--- src/rtl/dram_if.sv ---
// CPU request signals in, DRAM strobes/address and acknowledge out, for dram_controller.
interface dram_if;
  logic        CS_DRAM_n;
  logic        AS_n;
  logic        UDS_n;
  logic        LDS_n;
  logic        RW;
  logic [20:1] ADDR;
  logic [9:0]  DRAM_ADDR;
  logic        RAS_n;
  logic        CASU_n;
  logic        CASL_n;
  logic        WE_n;
  logic        DTACK_DRAM_n;
  logic        REF_BUSY;

  modport master (
    output CS_DRAM_n, AS_n, UDS_n, LDS_n, RW, ADDR,
    input  DRAM_ADDR, RAS_n, CASU_n, CASL_n, WE_n, DTACK_DRAM_n, REF_BUSY
  );

  modport slave (
    input  CS_DRAM_n, AS_n, UDS_n, LDS_n, RW, ADDR,
    output DRAM_ADDR, RAS_n, CASU_n, CASL_n, WE_n, DTACK_DRAM_n, REF_BUSY
  );
endinterface

--- src/rtl/dram_controller.sv ---
// FPM DRAM sequencer for CPU cycles and CAS-before-RAS refresh; RAS one edge after request, CAS+DTACK RCD_CYCLES later.
// Defining DRAM_EXTRA_WAIT_EN inserts one DTACK wait state (COL_WAIT) after CAS; CPU stalls on DTACK, refresh waits for PRE.
module dram_controller #(
  parameter int REFRESH_PERIOD = 312,
  parameter int RCD_CYCLES     = 1,
  parameter int RAS_REF_CYCLES = 3,
  parameter int RP_CYCLES      = 2
) (
  input logic   CLK,
  input logic   RST,
  dram_if.slave io_dram
);
  localparam int TW    = (REFRESH_PERIOD > 1) ? $clog2(REFRESH_PERIOD) : 1;
  localparam int MAXH1 = (RCD_CYCLES > RAS_REF_CYCLES) ? RCD_CYCLES : RAS_REF_CYCLES;
  localparam int MAXH  = (MAXH1 > RP_CYCLES) ? MAXH1 : RP_CYCLES;
  localparam int CW    = $clog2(MAXH + 1);

  typedef enum logic [2:0] {
    S_IDLE, S_ROW, S_COL, S_COL_WAIT, S_HOLD, S_REF_CAS, S_REF_RAS, S_PRE
  } state_t;

`ifdef DRAM_EXTRA_WAIT_EN
  localparam state_t S_CAS_HIT = S_COL_WAIT;
`else
  localparam state_t S_CAS_HIT = S_HOLD;
`endif

  state_t        r_state;
  state_t        w_state_nxt;
  logic [TW-1:0] r_timer;
  logic          r_pending;
  logic [CW-1:0] r_cnt;

  logic [9:0] r_dram_addr;
  logic       r_ras_n, r_casu_n, r_casl_n, r_we_n, r_dtack_n, r_ref_busy;
  logic [9:0] w_addr_nxt;
  logic       w_ras_n_nxt, w_casu_n_nxt, w_casl_n_nxt, w_we_n_nxt, w_dtack_n_nxt, w_busy_nxt;

  logic       w_wrap, w_ref_req, w_cpu_req, w_ds, w_abort;
  logic       w_row_done, w_ras_done, w_pre_done;
  logic [9:0] w_row, w_col;

  assign w_row      = io_dram.ADDR[20:11];
  assign w_col      = io_dram.ADDR[10:1];
  assign w_wrap     = (r_timer == TW'(REFRESH_PERIOD - 1));
  // A wrap on the same edge as a CPU request must already win arbitration.
  assign w_ref_req  = r_pending | w_wrap;
  assign w_cpu_req  = ~io_dram.CS_DRAM_n & ~io_dram.AS_n;
  assign w_ds       = ~io_dram.UDS_n | ~io_dram.LDS_n;
  assign w_abort    = io_dram.AS_n;
  assign w_row_done = (r_cnt == CW'(RCD_CYCLES - 1));
  assign w_ras_done = (r_cnt == CW'(RAS_REF_CYCLES - 1));
  assign w_pre_done = (r_cnt == CW'(RP_CYCLES - 1));

  always_ff @(posedge CLK) begin
    if (RST) begin
      r_state   <= S_IDLE;
      r_timer   <= '0;
      r_pending <= 1'b0;
      r_cnt     <= '0;
    end else begin
      r_state <= w_state_nxt;
      r_timer <= w_wrap ? '0 : r_timer + TW'(1);
      if (w_state_nxt == S_REF_CAS) begin
        r_pending <= 1'b0;
      end else if (w_wrap) begin
        r_pending <= 1'b1;
      end
      r_cnt <= (w_state_nxt != r_state) ? '0 : r_cnt + CW'(1);
    end
  end

  always_comb begin
    w_state_nxt = r_state;
    case (r_state)
      S_IDLE: begin
        if (w_ref_req) begin
          w_state_nxt = S_REF_CAS;
        end else if (w_cpu_req) begin
          w_state_nxt = S_ROW;
        end
      end
      // Strobes already low when tRCD expires skip straight past the COL wait.
      S_ROW: begin
        if (w_abort) begin
          w_state_nxt = S_PRE;
        end else if (w_row_done) begin
          w_state_nxt = w_ds ? S_CAS_HIT : S_COL;
        end
      end
      S_COL: begin
        if (w_abort) begin
          w_state_nxt = S_PRE;
        end else if (w_ds) begin
          w_state_nxt = S_CAS_HIT;
        end
      end
      S_COL_WAIT: w_state_nxt = w_abort ? S_PRE : S_HOLD;
      S_HOLD:     w_state_nxt = w_abort ? S_PRE : S_HOLD;
      S_REF_CAS:  w_state_nxt = S_REF_RAS;
      S_REF_RAS:  w_state_nxt = w_ras_done ? S_PRE : S_REF_RAS;
      S_PRE:      w_state_nxt = w_pre_done ? S_IDLE : S_PRE;
      default:    w_state_nxt = S_IDLE;
    endcase
  end

  always_comb begin
    w_addr_nxt    = w_row;
    w_ras_n_nxt   = 1'b1;
    w_casu_n_nxt  = 1'b1;
    w_casl_n_nxt  = 1'b1;
    w_we_n_nxt    = 1'b1;
    w_dtack_n_nxt = 1'b1;
    w_busy_nxt    = r_ref_busy;
    case (w_state_nxt)
      S_IDLE: w_busy_nxt = 1'b0;
      S_ROW: begin
        w_ras_n_nxt = 1'b0;
        w_we_n_nxt  = (r_state == S_IDLE) ? io_dram.RW : r_we_n;
      end
      S_COL: begin
        w_ras_n_nxt = 1'b0;
        w_we_n_nxt  = r_we_n;
        w_addr_nxt  = w_col;
      end
      S_COL_WAIT, S_HOLD: begin
        w_ras_n_nxt   = 1'b0;
        w_we_n_nxt    = r_we_n;
        w_addr_nxt    = w_col;
        w_dtack_n_nxt = (w_state_nxt != S_HOLD);
        if (r_state == S_ROW || r_state == S_COL) begin
          w_casu_n_nxt = io_dram.UDS_n;
          w_casl_n_nxt = io_dram.LDS_n;
        end else begin
          w_casu_n_nxt = r_casu_n;
          w_casl_n_nxt = r_casl_n;
        end
      end
      S_REF_CAS: begin
        w_casu_n_nxt = 1'b0;
        w_casl_n_nxt = 1'b0;
        w_busy_nxt   = 1'b1;
      end
      S_REF_RAS: begin
        w_ras_n_nxt  = 1'b0;
        w_casu_n_nxt = 1'b0;
        w_casl_n_nxt = 1'b0;
        w_busy_nxt   = 1'b1;
      end
      default: ;
    endcase
  end

  always_ff @(posedge CLK) begin
    if (RST) begin
      r_dram_addr <= w_row;
      r_ras_n     <= 1'b1;
      r_casu_n    <= 1'b1;
      r_casl_n    <= 1'b1;
      r_we_n      <= 1'b1;
      r_dtack_n   <= 1'b1;
      r_ref_busy  <= 1'b0;
    end else begin
      r_dram_addr <= w_addr_nxt;
      r_ras_n     <= w_ras_n_nxt;
      r_casu_n    <= w_casu_n_nxt;
      r_casl_n    <= w_casl_n_nxt;
      r_we_n      <= w_we_n_nxt;
      r_dtack_n   <= w_dtack_n_nxt;
      r_ref_busy  <= w_busy_nxt;
    end
  end

  assign io_dram.DRAM_ADDR    = r_dram_addr;
  assign io_dram.RAS_n        = r_ras_n;
  assign io_dram.CASU_n       = r_casu_n;
  assign io_dram.CASL_n       = r_casl_n;
  assign io_dram.WE_n         = r_we_n;
  assign io_dram.DTACK_DRAM_n = r_dtack_n;
  assign io_dram.REF_BUSY     = r_ref_busy;
endmodule
--- src/flat_wrapper.sv ---
// flat-port wrapper written by rule: the top's interface ports become plain ports
module dram_controller_flat 
#(
  parameter int REFRESH_PERIOD = 312,
  parameter int RCD_CYCLES     = 1,
  parameter int RAS_REF_CYCLES = 3,
  parameter int RP_CYCLES      = 2
)
  (CLK, RST, io_dram_CS_DRAM_n, io_dram_AS_n, io_dram_UDS_n, io_dram_LDS_n, io_dram_RW, io_dram_ADDR, io_dram_DRAM_ADDR, io_dram_RAS_n, io_dram_CASU_n, io_dram_CASL_n, io_dram_WE_n, io_dram_DTACK_DRAM_n, io_dram_REF_BUSY);
  dram_if io_dram_i ();
  input logic CLK;
  input logic RST;
  input wire logic [$bits(io_dram_i.CS_DRAM_n)-1:0] io_dram_CS_DRAM_n;
  input wire logic [$bits(io_dram_i.AS_n)-1:0] io_dram_AS_n;
  input wire logic [$bits(io_dram_i.UDS_n)-1:0] io_dram_UDS_n;
  input wire logic [$bits(io_dram_i.LDS_n)-1:0] io_dram_LDS_n;
  input wire logic [$bits(io_dram_i.RW)-1:0] io_dram_RW;
  input wire logic [$bits(io_dram_i.ADDR)-1:0] io_dram_ADDR;
  output wire logic [$bits(io_dram_i.DRAM_ADDR)-1:0] io_dram_DRAM_ADDR;
  output wire logic [$bits(io_dram_i.RAS_n)-1:0] io_dram_RAS_n;
  output wire logic [$bits(io_dram_i.CASU_n)-1:0] io_dram_CASU_n;
  output wire logic [$bits(io_dram_i.CASL_n)-1:0] io_dram_CASL_n;
  output wire logic [$bits(io_dram_i.WE_n)-1:0] io_dram_WE_n;
  output wire logic [$bits(io_dram_i.DTACK_DRAM_n)-1:0] io_dram_DTACK_DRAM_n;
  output wire logic [$bits(io_dram_i.REF_BUSY)-1:0] io_dram_REF_BUSY;
  assign io_dram_i.CS_DRAM_n = io_dram_CS_DRAM_n;
  assign io_dram_i.AS_n = io_dram_AS_n;
  assign io_dram_i.UDS_n = io_dram_UDS_n;
  assign io_dram_i.LDS_n = io_dram_LDS_n;
  assign io_dram_i.RW = io_dram_RW;
  assign io_dram_i.ADDR = io_dram_ADDR;
  assign io_dram_DRAM_ADDR = io_dram_i.DRAM_ADDR;
  assign io_dram_RAS_n = io_dram_i.RAS_n;
  assign io_dram_CASU_n = io_dram_i.CASU_n;
  assign io_dram_CASL_n = io_dram_i.CASL_n;
  assign io_dram_WE_n = io_dram_i.WE_n;
  assign io_dram_DTACK_DRAM_n = io_dram_i.DTACK_DRAM_n;
  assign io_dram_REF_BUSY = io_dram_i.REF_BUSY;
  dram_controller #(.REFRESH_PERIOD(REFRESH_PERIOD), .RCD_CYCLES(RCD_CYCLES), .RAS_REF_CYCLES(RAS_REF_CYCLES), .RP_CYCLES(RP_CYCLES)) u_core (.CLK(CLK), .RST(RST), .io_dram(io_dram_i));
endmodule
--- config.mk ---
export PLATFORM = sky130hd
export DESIGN_NAME = dram_controller_flat
export DESIGN_NICKNAME = d
export VERILOG_FILES = /design/src/rtl/dram_if.sv /design/src/rtl/dram_controller.sv /design/src/flat_wrapper.sv
export SDC_FILE = /design/constraint.sdc
export NUM_CORES = 1
export LEC_CHECK = 0
export CAP_MARGIN = 20
export CORE_MARGIN = 2
export CORE_UTILIZATION = 49
export DETAILED_ROUTE_END_ITERATION = 10
export PLACE_DENSITY = 0.89
export SYNTH_ARGS = -nofsm -noshare
export SYNTH_HDL_FRONTEND = slang
export SYNTH_SLANG_ARGS = --single-unit
export TNS_END_PERCENT = 30
--- constraint.sdc ---
create_clock -name CLK -period 4.5 [get_ports CLK]
set_clock_uncertainty 0.15 [all_clocks]
set_input_delay 0.9 -clock CLK [delete_from_list [all_inputs] [get_ports CLK]]
set_output_delay 0.9 -clock CLK [all_outputs]
set_load 0.03 [all_outputs]
==> flow_metrics.tcl <==
set metrics [dict create \
    gp_congestion 0.849 \
    crit_path_start_kind "input port" \
    worstPathArrival_ns 3.05 \
    holdPathEnd "u_core.r_timer[0]$_SDFF_PP0_" \
    coreArea_sq_um 2730 \
    mappedNetlistNets 181 \
    vdd_drop_max_mv 0.512 \
    r2r-start "u_core.r_state[1]$_SDFF_PP0_" \
    setup_viol 0 \
    worstPathMaxFanout 10 \
    clk_pin_slew_ns 0.09 \
    grt_pass1_wl_um 5730 \
    slew_headroom_pct 68.2 \
    synth-async-reset-ratio_pct 0 \
    cts_hold_buf 0 \
    tritoncts "done" \
    ys_types 42 \
    pre_cts_ws_ns 1.22 \
    maxCapViolCount 0 \
    powerDensity_nw_per_um2 605 \
    ys_seq_area_share_pct 44.0 \
    synth.largest_area_cell "dfxtp_1" \
    path_class "in -> reg" \
    die_h_um 57.6 \
    ys_seq_elements 31 \
    cts_resized 0 \
    timing.final.crit_period_ns 2.98 \
    grt_usage_pct 22.7 \
    cts-buffers-inserted 5 \
    power_frac_comb_pct 51.0 \
    grt_pass1_vias 1275 \
    min_path_type "reg -> reg" \
    dr_total_vias 1264 \
    setup-tns-final_ns 0 \
    drtIter0Drc 73 \
    crit_path_end_kind "flip-flop" \
    r2r_setup_slack_ns 1.93 \
    initial_core_util_pct 51.5 \
    io_pins 43 \
    dp_cells 217 \
    final_layout_size_suffix_gt1_share_pct 11.9 \
    slew_violations 0 \
    timing.fmax_ghz 0.336 \
    whs_path_depth 1 \
    drc_errors 0 \
    cts_num_sinks 31 \
    clockRootBuffer "clkbuf_4" \
    p_sw_uw 470 \
    post-route-util_pct 69.4 \
    r2r_end "u_core.io_dram.DRAM_ADDR[4]$_DFF_P_" \
    synthTopCellsByArea "dfxtp_1, mux2_2, nor2_1, ha_1, xnor2_1" \
    worstPathCellList "clkdlybuf4s50_1 -> a21boi_0 -> o41a_1 -> nand3_1 -> nand2b_1 -> a21oi_4 -> mux2_2" \
    rsz0062_at_grt "no" \
    synthCells 150 \
    leakagePower_nw 0.733 \
    wl_um 3350 \
    status "finished clean" \
    power_mw 1.15 \
    hold_violations 0 \
    die_w_um 57.6 \
    diodes 0 \
    ff2ff_path_depth 6 \
    setup_slack_ns 1.52 \
    post-dp-hpwl_um 2480 \
    overflow 0 \
    cts_setup_buffers 0 \
    ctsLongestPathBuffers 2 \
    postSynthAreaPerCell_sq_um 9.39 \
    port_buffers 42 \
    slowest_delay_ns 0.57 \
    power_frac_seq_pct 34.9 \
    antenna_found_initial 0 \
    routedWlPerCell_um 14.9 \
    area_growth_pct 34.6 \
    swShare_pct 41.0 \
    synth_edf_count 0 \
    synth_top_cell_area_share_pct 44.0 \
    clkPwrFrac_pct 14.1 \
    die_area_sq_um 3320 \
    layout.nets 224 \
    synth_warnings 0 \
    final_common_cell "clkdlybuf4s50_1" \
    fin_cells 224 \
    min_from "u_core.r_timer[0]$_SDFF_PP0_" \
    slowest_stage "clkdlybuf4s50_1" \
    insertion_delay_ns 0.33 \
    ant_nets 0 \
    vias_per_cell 5.64 \
    final_cell_mix "clkdlybuf4s50_1, dfxtp_1, nor2_1" \
    synth-main-ff-cell "dfxtp_1" \
    grt_start_max_net_pins 14 \
    syn_area_sq_um 1410 \
    critical_path_required_ns 4.56 \
    finalCritPeriodShare_pct 66.2 \
    h-tree-depth 2 \
    rows 19 \
    internal_power_uw 677 \
    worst_pin_slew_ns 0.476 \
    firstDrtPassIters 4 \
]
==> area by class of cell <==
| type | instances | area (sq um) |
|---|---|---|
| fillers | 202 | 837 |
| multi-input cells | 106 | 734 |
| flip-flops and latches | 31 | 621 |
| repair buffers | 42 | 420 |
| clock buffers | 6 | 51.3 |
| well taps | 31 | 38.8 |
| inverters | 7 | 26.3 |
| clock inverters | 1 | 5.00 |
==> critical path, delay by kind of cell <==
family | cells | cell delay, ns
AOI/OAI and AO/OA | 3 | 0.87
buffers and inverters | 1 | 0.57
muxes | 1 | 0.39
and+or+nand+nor | 2 | 0.32
==> through the flow <==
step                      area, sq um  hold WS (ns)
after CTS                        1900         0.304
final                            1900         0.307
after floorplan                  1410         0.263
after detailed placement         1840         0.291
after global placement           1840         0.276
after global routing             1900         0.342
==> state kept, by name, indices dropped and copies added (netlist names) <==
name,flops
u_core.r_timer,9
u_core.r_pending,1
u_core.io_dram.CASU_n,1
u_core.io_dram.REF_BUSY,1
u_core.io_dram.RAS_n,1
u_core.io_dram.DRAM_ADDR,10
u_core.io_dram.DTACK_DRAM_n,1
u_core.io_dram.CASL_n,1
u_core.r_state,3
u_core.io_dram.WE_n,1
u_core.r_cnt,2
==> worst max-delay path by stage <==
stage                              from                                  end  slack [ns]
after detailed placement  io_dram_UDS_n  u_core.io_dram.DRAM_ADDR[4]$_DFF_P_        1.22
after CTS                 io_dram_LDS_n  u_core.io_dram.DRAM_ADDR[4]$_DFF_P_        1.55
after global routing      io_dram_UDS_n  u_core.io_dram.DRAM_ADDR[4]$_DFF_P_        1.43
after global placement    io_dram_LDS_n  u_core.io_dram.DRAM_ADDR[7]$_DFF_P_        1.34
after floorplan            io_dram_AS_n  u_core.io_dram.DRAM_ADDR[0]$_DFF_P_        2.00
final                     io_dram_LDS_n  u_core.io_dram.DRAM_ADDR[4]$_DFF_P_        1.52
==> kinds of logic (layout without fill, tap and decap cells) <==
| group | after synthesis | count (layout) | synth area share, % |
|---|---|---|---|
| buffers and inverters | 13 | 56 | 3.82 |
| muxes | 12 | 12 | 9.41 |
| AOI/OAI and AO/OA | 25 | 25 | 13.3 |
| adders and majority gates | 4 | 4 | 3.55 |
| xor gates and xnor gates | 8 | 8 | 4.97 |
| DFF | 31 | 31 | 44.1 |
| and+or+nand+nor | 57 | 57 | 20.9 |
==> metal layers <==
metal	vias to the layer above	share of wire [%]	track usage, %
li1	608	-	-
met1	584	37	23.5
met2	70	53	41.9
met3	2	9.4	9.82
met4	0	0.42	5.65
met5	-	0	0
==> power by group through the flow <==
stage | clock network, mW | registers, mW | logic [mW]
after global placement | 0 | 0.400 | 0.558
final | 0.162 | 0.400 | 0.585
after floorplan | 0 | 0.482 | 0.321
after detailed placement | 0 | 0.405 | 0.576
after CTS | 0.164 | 0.399 | 0.584
after global routing | 0.181 | 0.410 | 0.632
==> cells in the mapped netlist, types with 2 or more instances <==
library cell and n:
a211o_1 2, a21oi_1 2, and3_1 3, buf_2 4, clkbuf_1 2, dfxtp_1 31
ha_1 4, inv_1 7, mux2_2 9, mux2i_1 2, nand2_1 9, nand3_1 5
nand4_1 2, nor2_1 24, o21a_1 2, o21ai_0 8, or2_2 2, or3_1 2
xnor2_1 5, xor2_1 3
No activity file was read; power rests on OpenSTA's default activity.
